### src/rtl/inst_fetch.sv
// Instruction fetch stage: issues one SRAM-style read per PC and loads the IF/ID register.
// A one-entry skid buffer holds the returned word while ID is stalled.
module inst_fetch #(
    parameter int unsigned       ADDR_W   = 32,
    parameter int unsigned       DATA_W   = 32,
    parameter logic [DATA_W-1:0] NOP_INST = '0
) (
    input  logic              clk,
    input  logic              rst,
    input  logic [ADDR_W-1:0] pc,
    input  logic [DATA_W-1:0] excp_in,
    input  logic              flush,
    input  logic              id_stall,
    output logic              stall_req,
    output logic              ibus_req,
    output logic [ADDR_W-1:0] ibus_addr,
    input  logic              ibus_addr_ok,
    input  logic              ibus_data_ok,
    input  logic [DATA_W-1:0] ibus_rdata,
    output logic              id_valid,
    output logic [ADDR_W-1:0] id_pc,
    output logic [DATA_W-1:0] id_inst,
    output logic [DATA_W-1:0] id_excp
);

    typedef enum logic [2:0] {
        StBoot,
        StIdle,
        StReq,
        StWait,
        StDrop,
        StHold
    } state_e;

    state_e            state_q, state_d;
    logic              drop_q, drop_d;
    logic [DATA_W-1:0] skid_q, skid_d;
    logic              load;
    logic [DATA_W-1:0] load_inst;
    logic              has_excp;

    assign has_excp  = |excp_in;
    assign ibus_addr = pc;

    always_comb begin
        state_d   = state_q;
        drop_d    = drop_q;
        skid_d    = skid_q;
        load      = 1'b0;
        load_inst = ibus_rdata;
        ibus_req  = 1'b0;
        case (state_q)
            StBoot: state_d = StIdle;
            StIdle: begin
                if (!flush) begin
                    if (has_excp) begin
                        // Faulting address: skip the bus and deliver a NOP carrying the exception.
                        if (!id_stall) begin
                            load      = 1'b1;
                            load_inst = NOP_INST;
                        end
                    end else begin
                        ibus_req = 1'b1;
                        state_d  = ibus_addr_ok ? StWait : StReq;
                    end
                end
            end
            StReq: begin
                // Request stays up until accepted; a flush only marks the response for discard.
                ibus_req = 1'b1;
                if (flush) drop_d = 1'b1;
                if (ibus_addr_ok) state_d = (drop_q || flush) ? StDrop : StWait;
            end
            StWait: begin
                if (ibus_data_ok) begin
                    if (flush) begin
                        state_d = StIdle;
                    end else if (id_stall) begin
                        skid_d  = ibus_rdata;
                        state_d = StHold;
                    end else begin
                        load    = 1'b1;
                        state_d = StIdle;
                    end
                end else if (flush) begin
                    state_d = StDrop;
                end
            end
            StDrop: begin
                if (ibus_data_ok) begin
                    drop_d  = 1'b0;
                    state_d = StIdle;
                end
            end
            StHold: begin
                if (flush) begin
                    state_d = StIdle;
                end else if (!id_stall) begin
                    load      = 1'b1;
                    load_inst = skid_q;
                    state_d   = StIdle;
                end
            end
            default: state_d = StBoot;
        endcase
    end

    // Independent of the PC enable, so no combinational loop through the PC stage.
    assign stall_req = (state_q != StBoot) && !load;

    always_ff @(posedge clk or posedge rst) begin
        if (rst) begin
            state_q <= StBoot;
            drop_q  <= 1'b0;
            skid_q  <= '0;
        end else begin
            state_q <= state_d;
            drop_q  <= drop_d;
            skid_q  <= skid_d;
        end
    end

    always_ff @(posedge clk or posedge rst) begin
        if (rst) begin
            id_valid <= 1'b0;
            id_pc    <= '0;
            id_inst  <= '0;
            id_excp  <= '0;
        end else if (flush) begin
            id_valid <= 1'b0;
            id_pc    <= '0;
            id_inst  <= '0;
            id_excp  <= '0;
        end else if (!id_stall) begin
            if (load) begin
                id_valid <= 1'b1;
                id_pc    <= pc;
                id_inst  <= load_inst;
                id_excp  <= excp_in;
            end else begin
                id_valid <= 1'b0;
            end
        end
    end

endmodule

### config.mk
export PLATFORM = sky130hd
export DESIGN_NAME = inst_fetch
export DESIGN_NICKNAME = d
export VERILOG_FILES = /design/src/rtl/inst_fetch.sv
export SDC_FILE = /design/constraint.sdc
export NUM_CORES = 1
export LEC_CHECK = 0
export ABC_AREA = 0
export CAP_MARGIN = 20
export CORE_ASPECT_RATIO = 1.2
export CORE_MARGIN = 8
export CORE_UTILIZATION = 47
export CTS_CLUSTER_DIAMETER = 40
export DETAILED_ROUTE_END_ITERATION = 16
export GPL_ROUTABILITY_DRIVEN = 0
export PLACE_DENSITY = 0.87
export SLEW_MARGIN = 20
export SYNTH_ARGS = -nofsm -noshare
export SYNTH_HDL_FRONTEND = slang
export SYNTH_SLANG_ARGS = --single-unit
export TNS_END_PERCENT = 20
### constraint.sdc
create_clock -name clk -period 12.3 [get_ports clk]
set_input_delay 1.23 -clock clk [delete_from_list [all_inputs] [get_ports clk]]
set_output_delay 1.23 -clock clk [all_outputs]
set_load 0.005 [all_outputs]
# After elaboration in Yosys (flattened, before gate mapping)
# Cells that the tools add are included.
[totals]
regBits = 133
[classes]
n_eq_ne = 13
mux = 39
bitwise = 1
reduce_logical = 12
[ops]
columns = ["cell", "count"]
rows = [
  ["32-bit 2-to-1 mux", 10],
  ["32-bit one-hot mux with 2 select lines", 1],
  ["3-bit 2-to-1 mux", 11],
  ["32-bit OR reduction", 1],
  ["3-bit one-hot mux with 6 select lines", 1],
  ["1-bit 2-to-1 mux", 13],
  ["2-bit inequality test (second input constant)", 6],
  ["3-bit by 2-bit equality test with 1-bit output (second input constant)", 2],
  ["3-bit equality test (second input constant)", 2],
  ["3-bit inequality test (second input constant)", 2],
  ["6-bit AND reduction", 1],
  ["1-bit one-hot mux with 2 select lines", 2],
  ["4-bit AND reduction", 1],
  ["2-bit nonzero test", 2],
  ["3-bit by 1-bit equality test with 1-bit output (second input constant)", 1],
  ["3-bit zero test", 1],
  ["1-bit one-hot mux with 3 select lines", 1],
  ["3-bit AND reduction", 1],
  ["3-bit nonzero test", 1],
  ["2-bit AND reduction", 1],
  ["1-bit logical AND", 1],
  ["1-bit zero test", 1],
  ["1-bit logical OR", 1],
  ["1-bit NOT", 1],
]

# Depth between registers and ports, before layout
[depth]
ltp_word = 7
mapped_depth = 8

# Least setup slack after synthesis
# Ideal clock, no wire load.
[synth_timing]
kind = "input port to output port"
from = "in excp_in[27]"
to = "out stall_req"
arrival_ns = 2.632
required_ns = 11.070
setup_slack_ns = 8.438
path_stages = 6
path_buffers = 2
cell_sequence = "nor4_1 -> nand4_1 -> o41a_2 -> buf_6 -> buf_2 -> nor2_1"
[synth_between]
elab_chain_len = 6
[synth_lines]
columns = ["element", "line", "source"]
rows = [
  ["start, declared", "11", "input logic [DATA_W-1:0] excp_in,"],
  ["32-bit OR reduction", "42", "assign has_excp = |excp_in;"],
  ["1-bit 2-to-1 mux", "56", "if (has_excp) begin"],
  ["1-bit 2-to-1 mux", "55", "if (!flush) begin"],
  ["1-bit one-hot mux with 3 select lines", "52", "case (state_q)"],
  ["1-bit zero test", "109", "assign stall_req = (state_q != StBoot) && !load;"],
  ["1-bit logical AND", "109", ""],
  ["end, declared", "14", "output logic stall_req,"],
]
# No other way between the ends.

# Worst setup path in the final report
[layout_timing]
from = "in excp_in[16]"
to = "out stall_req"
# The elaborated chain is that of the path after synthesis.

==> metrics.md <==
| Metric | Value |
|---|---|
| Status | finished clean |
| Crit-path max FO | 4 |
| Synth top area cells | dfrtp_1 (56%), mux2i_1 (7.1%), nand2_1 (7.0%) |
| Residual DRC | 0 |
| Starting Density | 0.4741 |
| Yosys top cell area share | 0.5617 |
| Hold Vio Cnt, Final | 0 |
| Worst Tran Pin Value | 0.9764 ns |
| CORE AREA | 12500 um2 |
| Post-DP HPWL | 12460 um |
| Row Count | 45 |
| Die Area | 16470 um2 |
| Worst Hold Class | reg2reg |
| Post-CTS setup buffer count | 0 |
| Slowest CP cell | nor4_1 |
| I/O Buffers | 232 |
| Unique cell type count in the Yosys netlist | 33 |
| Setup CP Type | in2out |
| TritonCTS clock tree | done |
| Worst hold slack | 0.4813 ns |
| Syn Area/Cell | 10.81 um2 |
| Nets | 836 |
| Area delta synth->final | 46.26% |
| Die Span Y | 139 um |
| Placed instance area | 8064 um2 |
| Max-slew violations | 0 |
| RSZ-0062 raised after global routing | false |
| Rel. slew slack | 0.3491 |
| Pleak | 0.003669 uW |
| Seq cells post-synth | 133 |
| Hold-fix buffer count after cts | 0 |
| Cells after Synth | 548 |
| Share of layout cells above drive strength 1 | 0.1031 |
| Power Density | 123.8 nW/um2 |
| YS warnings | 0 |
| Utilization of the core after routing | 0.6934 |
| VDD IR max | 0.07642 mV |
| Total track usage | 0.2027 |
| Wirelength per Cell | 18.58 um |
| Register area share after synthesis | 0.5617 |
| Vias per cell | 5.204 |
| CP Capture Type | primary output |
| # fillers | 919 |
| Initial antenna violation count | 0 |
| Startpoint types | input port |
| Final setup fails | 0 |
| Crit path time final | 5.019 ns |
| Clock Skew | 0.006846 ns |
| Post-route ant nets | 0 |
| Final Cell Area | 8667 um2 |
| Skew-Pair Late Insertion Delay | 0.40 ns |
| Clk sinks | 133 |
| PostCTS Resize Cnt | 0 |
| Cell repeated most along the worst path | clkdlybuf4s50_1 |
| CTS Buffer Depth | 2 |
| Syn Nets | 650 |
| Total chip power | 1073 uW |
| Vias in the first global route | 4965 |
| Leading area contributor after synthesis | dfrtp_1 |
| Worst EP arrival | 3.79 ns |
| Maximum capacitance violations | 0 |
| Max H-tree Level | 4 |
| Worst hold stages | 1 |
| Total Wirelength | 16930 um |
| Cell Chain, Critical Path | clkdlybuf4s50_1, nor4_1, nand4_1, o41a_4, nor2_1, clkdlybuf4s50_1 |
| Max stage delay on crit path | 0.55 ns |
| N_diodes | 0 |
| Post-route setup TNS | 0 ns |
| Post-Syn Area | 5926 um2 |
| Vias | 4741 |
| Drt first pass iters | 5 |
| First-pass GRT wire length | 26930 um |
| Fmax achieved | 199.2 MHz |
| Reg2reg setup slack | 9.64 ns |
| Grt ovf | 0 |
| I/O Pins | 233 |
| R2R depth | 7 |
| CTS Root Cell | clkbuf_16 |
| TritonCTS Buffers | 17 |
| Initial DRC count | 330 |
| Die width | 118.5 um |
| Largest net degree at the start of global routing | 121 |
| Critical path required time | 11.07 ns |
| Clk pin slew, worst setup/hold paths | 0.05 ns |
| Fin crit share | 0.4081 |
[final cells by class]
type	instances	area, um2	area share
clock inverter	13	132.6	0.01530
inverter	4	17.52	0.002021
tap	164	205.2	0.02368
sequential	133	3328	0.3840
timing repair buffer	238	2387	0.2754
clock buffer	19	442.9	0.05110
multi-input combinational	340	2153	0.2484
[layer usage]
metal	GRT usage	vias up	part of all wire
met1	0.2251	2309	0.39
met5	0	-	0
met3	0.07739	15	0.089
met2	0.3506	192	0.51
met4	0.06404	0	0.013
li1	-	2225	-
[where the power goes]
part / switching (uW) / internal, uW
clock network: 184 / 302
registers: 7.86 / 452
logic: 53.5 / 73.1
[registers in the layout, summed over array words and instances (netlist names)]
| name | flops |
|---|---|
| id_valid | 1 |
| id_excp | 32 |
| drop_q | 1 |
| state_q | 3 |
| skid_q | 32 |
| id_inst | 32 |
| id_pc | 32 |
[cells in the final DEF (no fill, tap or decap), types with 2 or more instances in the layout]
cell / instances
a31o_2: 2
buf_4: 5
o21ai_0: 50
nor2b_1: 3
o21ai_1: 6
mux2_2: 32
nand2_1: 111
bufinv_16: 2
clkinvlp_4: 4
mux2i_1: 42
clkinv_2: 5
o2bb2ai_1: 31
nor3_1: 3
clkdlybuf4s50_1: 232
nor4_1: 9
nand4_1: 2
nor2_1: 24
dfrtp_1: 133
nand3_1: 2
clkbuf_16: 17
inv_1: 2
nor3b_1: 2
a21oi_1: 7
[final timing paths]
path                        startpoint     endpoint
setup / recovery           excp_in[16]    stall_req
max in group asynchronous          rst  id_inst[20]
hold / removal                id_valid     id_valid
min in group asynchronous          rst   id_excp[4]
hold reg to reg               id_valid     id_valid
setup reg to reg            state_q[2]  id_excp[17]
[per-stage QoR]
step / instances / setup slack (ns)
after global routing: 911 / 7.201
after floorplan: 548 / 7.516
after detailed placement: 878 / 7.288
after CTS: 910 / 7.280
final: 911 / 7.281
after global placement: 878 / 7.233
[logic make-up after synthesis]
kind of cell    Yosys count  share of synthesized area
simple gates            161                     0.1151
compound gates          105                     0.1142
buf+inv                  75                    0.07728
mux                      74                     0.1318
flops                   133                     0.5617
[synth_stat cells]
cell       instances
dfrtp_1          133
nand2_1          111
o21ai_0           51
mux2i_1           42
buf_4             32
mux2_2            32
o2bb2ai_1         31
nor2_1            24
clkbuf_1          19
buf_2             15
nor4_1             9
a21oi_1            7
o21ai_1            6
buf_6              5
inv_1              4
nor2b_1            3
nor3_1             3
a31o_2             2
and2_1             2
nand3_1            2
nand4_1            2
nor3b_1            2
a2111oi_0          1
a211oi_1           1
a21o_1             1
a31oi_1            1
a32o_1             1
nand2b_1           1
nor2_8             1
o21a_1             1
o31ai_1            1
o41a_2             1
or3b_2             1
[worst max-delay path: cells and delay by family]
kind | cells | cell delay [ns]
simple gates | 3 | 1.03
buf+inv | 2 | 0.97
compound gates | 1 | 0.55
(Power assumes the default switching activity.)
==> RTL edit 1, RTL diff (same settings) <==
The 6 states of `state_e` get a one-hot encoding in 6 bits.
--- a/src/rtl/inst_fetch.sv
+++ b/src/rtl/inst_fetch.sv
@@ -24,11 +24,11 @@
 );
 
-    typedef enum logic [2:0] {
-        StBoot,
-        StIdle,
-        StReq,
-        StWait,
-        StDrop,
-        StHold
+    typedef enum logic [5:0] {
+        StBoot = 6'b000001,
+        StIdle = 6'b000010,
+        StReq  = 6'b000100,
+        StWait = 6'b001000,
+        StDrop = 6'b010000,
+        StHold = 6'b100000
     } state_e;
 
Function: no difference found for any inputs over 4 cycles, from zero or initial values and one cycle with rst high; so few cycles prove little.
==> RTL edit 1 against the unedited design <==
  * Die area is 11% higher
  * Clock power is 7.6% higher
  * Wire length is 13% higher
  * Setup slack worse by 0.39 ns
  * Sequential cell count is 3 higher
  * Cell area is 9.4% higher
  * Synthesized area is 13% higher
  * Total power is 21% higher
  * Largest cell class unchanged
==> RTL edit 1: results (changes against the unedited design) <==
{
  "combinational_share_of_power": {"value": 0.187, "change": "+0.069"},
  "register_area": {"value": 0.003405, "unit": "mm2", "change": "+2.3%"},
  "place_hpwl": {"value": 13680, "unit": "um", "change": "+9.8%"},
  "drt_iter0_drc": {"value": 357, "change": "+8.2%"},
  "hold-worst-slack": {"value": 0.4855, "unit": "ns", "change": "+0.004188 ns"},
  "timing.reg2reg.setup_slack": {"value": 8.61, "unit": "ns", "change": "-1.03 ns"},
  "postSynthNetCount": {"value": 667, "change": "+2.6%"},
  "drive_above_1_share": {"value": 0.1843, "change": "+0.08123"},
  "static-leakage-power": {"value": 4.466, "unit": "nW", "change": "+22%"},
  "status": {"value": "completed"},
  "dr_total_vias": {"value": 5082, "change": "+7.2%"},
  "power_density": {"value": 137.2, "unit": "mW/mm2", "change": "+11%"},
  "origin_of_the_worst_setup_path": {"value": "excp_in[4]"},
  "post_synth_num_cell_types": {"value": 41, "change": "+24%"},
  "r2r-end": {"value": "id_pc[26]"},
  "via_count_of_the_first_global_routing_pass": {"value": 5331, "change": "+7.4%"},
  "worst_hold_path.num_cells": {"value": 2, "change": "+1"},
  "synth.top_cell.area_share": {"value": 0.5045, "change": "-0.05717"},
  "dr.pass1.iters": {"value": 4, "change": "-1"},
  "area.share.sequential": {"value": 0.3591, "change": "-0.02489"},
  "synth_cells": {"value": 565, "change": "+3.1%"},
  "yosysSeqAreaShare": {"value": 0.5084, "change": "-0.05325"},
  "place_area": {"value": 0.008869, "unit": "mm2", "change": "+10%"},
  "worst-slew-pin-transition": {"value": 1.044, "unit": "ns", "change": "+0.06785 ns"},
  "power.internal": {"value": 979.6, "unit": "uW", "change": "+18%"},
  "clockNetworkAreaShare": {"value": 0.06441, "change": "-0.002001"},
  "place_inst": {"value": 908, "change": "+3.4%"},
  "bufAreaShareNonClock": {"value": 0.2494, "change": "-0.02600"},
  "worstPathMaxFanout": {"value": 36, "change": "+32"},
  "clock_buffers": {"value": 25, "change": "+6"},
  "max-vdd-ir-drop": {"value": 0.07238, "unit": "mV", "change": "-5.3%"},
  "worstPathArrival": {"value": 4.18, "unit": "ns", "change": "+0.39 ns"}
}
RTL edit 1: kinds of logic (layout without fill, tap and decap cells):
group	count (synthesis)	after routing	synth area share
AO/OA/AOI/OAI	52	52	0.05026
flip-flops	136	136	0.5084
multiplexers	129	129	0.2147
XOR/XNOR	2	2	0.002616
AND/OR/NAND/NOR	173	173	0.1599
buffers and inverters	73	273	0.06409
RTL edit 1: metal layers:
metal  track usage  vias up  share of wire
li1              -     2306              -
met1        0.2496     2516           0.41
met2        0.3442      234           0.49
met3       0.06599       22          0.080
met4       0.06650        4          0.014
met5             0        -         0.0014
RTL edit 1: worst max-delay path, stage by stage:
cell and delay, ns:
clkdlybuf4s50_1 0.46, nor4_1 0.67, nand4_1 0.28, o21ai_2 0.17, buf_4 0.39, a2111oi_0 0.25
a31oi_1 0.18, clkdlybuf4s50_1 0.53
==> RTL edit 2, RTL diff (same flow settings) <==
Without the edit above. Change the parameter `DATA_W` from 32 to 64.
--- a/src/rtl/inst_fetch.sv
+++ b/src/rtl/inst_fetch.sv
@@ -3,5 +3,5 @@
 module inst_fetch #(
     parameter int unsigned       ADDR_W   = 32,
-    parameter int unsigned       DATA_W   = 32,
+    parameter int unsigned       DATA_W   = 64,
     parameter logic [DATA_W-1:0] NOP_INST = '0
 ) (
Interface: changed (resized excp_in, ibus_rdata, id_excp and id_inst); port bits go from 233 to 361. The function was not compared with the original's and may differ.
==> RTL edit 2 against the unedited design <==
  * Setup slack got worse by 1.0 ns
  * Cell area increased by 89%
  * Final cell count increased by 87%
  * Synthesized area increased by 99%
  * Non-clock buffer count increased by 136
  * Total power increased by 85%
  * Combinational power increased by 66%
  * Sequential power increased by 70%
  * Global-route usage increased by 2.7 points
  * Wire length increased by 110%
  * Sequential cell count increased by 96
  * Count of clock-buffer cells in the layout increased by 23
  * Core utilization decreased by 2.9 points
  * Critical path type unchanged
  * Highest routed layer is now met5
==> RTL edit 2: results (changes against the unedited design) <==
{
  "status": {"value": "completed"},
  "highest_layer": {"value": "met5"},
  "routed_wirelength": {"value": 36290, "unit": "um", "change": "+110%"},
  "timing.critical_path.slowest_stage_cell": {"value": "or4_4"},
  "ctsHtreeMaxLevel": {"value": 2, "change": "-2"},
  "cts_buf_count": {"value": 34, "change": "+17"},
  "drt_iter0_drc": {"value": 830, "change": "+150%"},
  "pwr-share-seq": {"value": 0.396, "change": "-0.032"},
  "clk_latency": {"value": 0.51, "unit": "ns", "change": "+0.11 ns"},
  "synthesized_area_fraction_occupied_by_ao_oa_aoi_and_oai_cells": {"value": 0.1565, "change": "+0.04227"},
  "grt_first_pass_wirelength": {"value": 57260, "unit": "um", "change": "+110%"},
  "crit_path_max_incr_delay": {"value": 0.87, "unit": "ns", "change": "+0.32 ns"},
  "dp_slack": {"value": 6.335, "unit": "ns", "change": "-0.9530 ns"},
  "postSynthNetCount": {"value": 1259, "change": "+94%"},
  "power.internal": {"value": 1.507, "unit": "mW", "change": "+82%"},
  "netlist_top_cells_count": {"value": "dfrtp_1, nor2_1, clkbuf_1"},
  "maximum_number_of_pins_on_one_net_before_global_route_repair": {"value": 162, "change": "+34%"},
  "end_point_of_the_worst_hold_path": {"value": "skid_q[42]"},
  "wl_met1": {"value": 14530, "unit": "um", "change": "+120%"},
  "synth_area_leaders": {"value": "dfrtp_1, a311o_1, mux2i_1"},
  "power_density": {"value": 120.9, "unit": "mW/mm2", "change": "-2.4%"},
  "worstPathMaxFanout": {"value": 66, "change": "+62"},
  "max-vdd-ir-drop": {"value": 0.1027, "unit": "mV", "change": "+34%"},
  "portBuffers": {"value": 360, "change": "+55%"},
  "worstPathArrival": {"value": 4.84, "unit": "ns", "change": "+1.05 ns"},
  "cts.path.max_buffers": {"value": 3, "change": "+1"},
  "post_synth_num_cell_types": {"value": 44, "change": "+33%"},
  "clock_power": {"value": 985, "unit": "uW", "change": "+100%"},
  "detailroute.wirelength.met3": {"value": 2697, "unit": "um", "change": "+80%"}
}
[RTL edit 2: area by class of cell]
class | count | area [um2] | share of cell area
Clock inverter | 19 | 252.7 | 0.01542
Clock buffer | 42 | 910.9 | 0.05558
Multi-Input combinational cell | 709 | 5336 | 0.3256
Tap cell | 325 | 406.6 | 0.02481
Sequential cell | 229 | 5731 | 0.3497
Timing Repair Buffer | 374 | 3712 | 0.2265
Inverter | 5 | 31.28 | 0.001909
Antenna cell | 3 | 7.507 | 0.0004581
[RTL edit 2: worst max-delay path by stage]
stage	from	depth (start not counted)	endpoint	slack, ns
CTS	excp_in[44]	7	ibus_req	6.31
detailed placement	excp_in[44]	7	ibus_req	6.33
finish	excp_in[44]	7	ibus_req	6.23
global placement	excp_in[34]	7	ibus_req	6.39
floorplan	rst	1	drop_q	4.79
global route	excp_in[44]	7	ibus_req	6.11
[RTL edit 2: per-layer routing]
layer  vias to the layer above  track usage
met5                         -            0
met1                      5115       0.2759
li1                       4674            -
met4                         2      0.09935
met2                       413       0.3801
met3                        89      0.06604
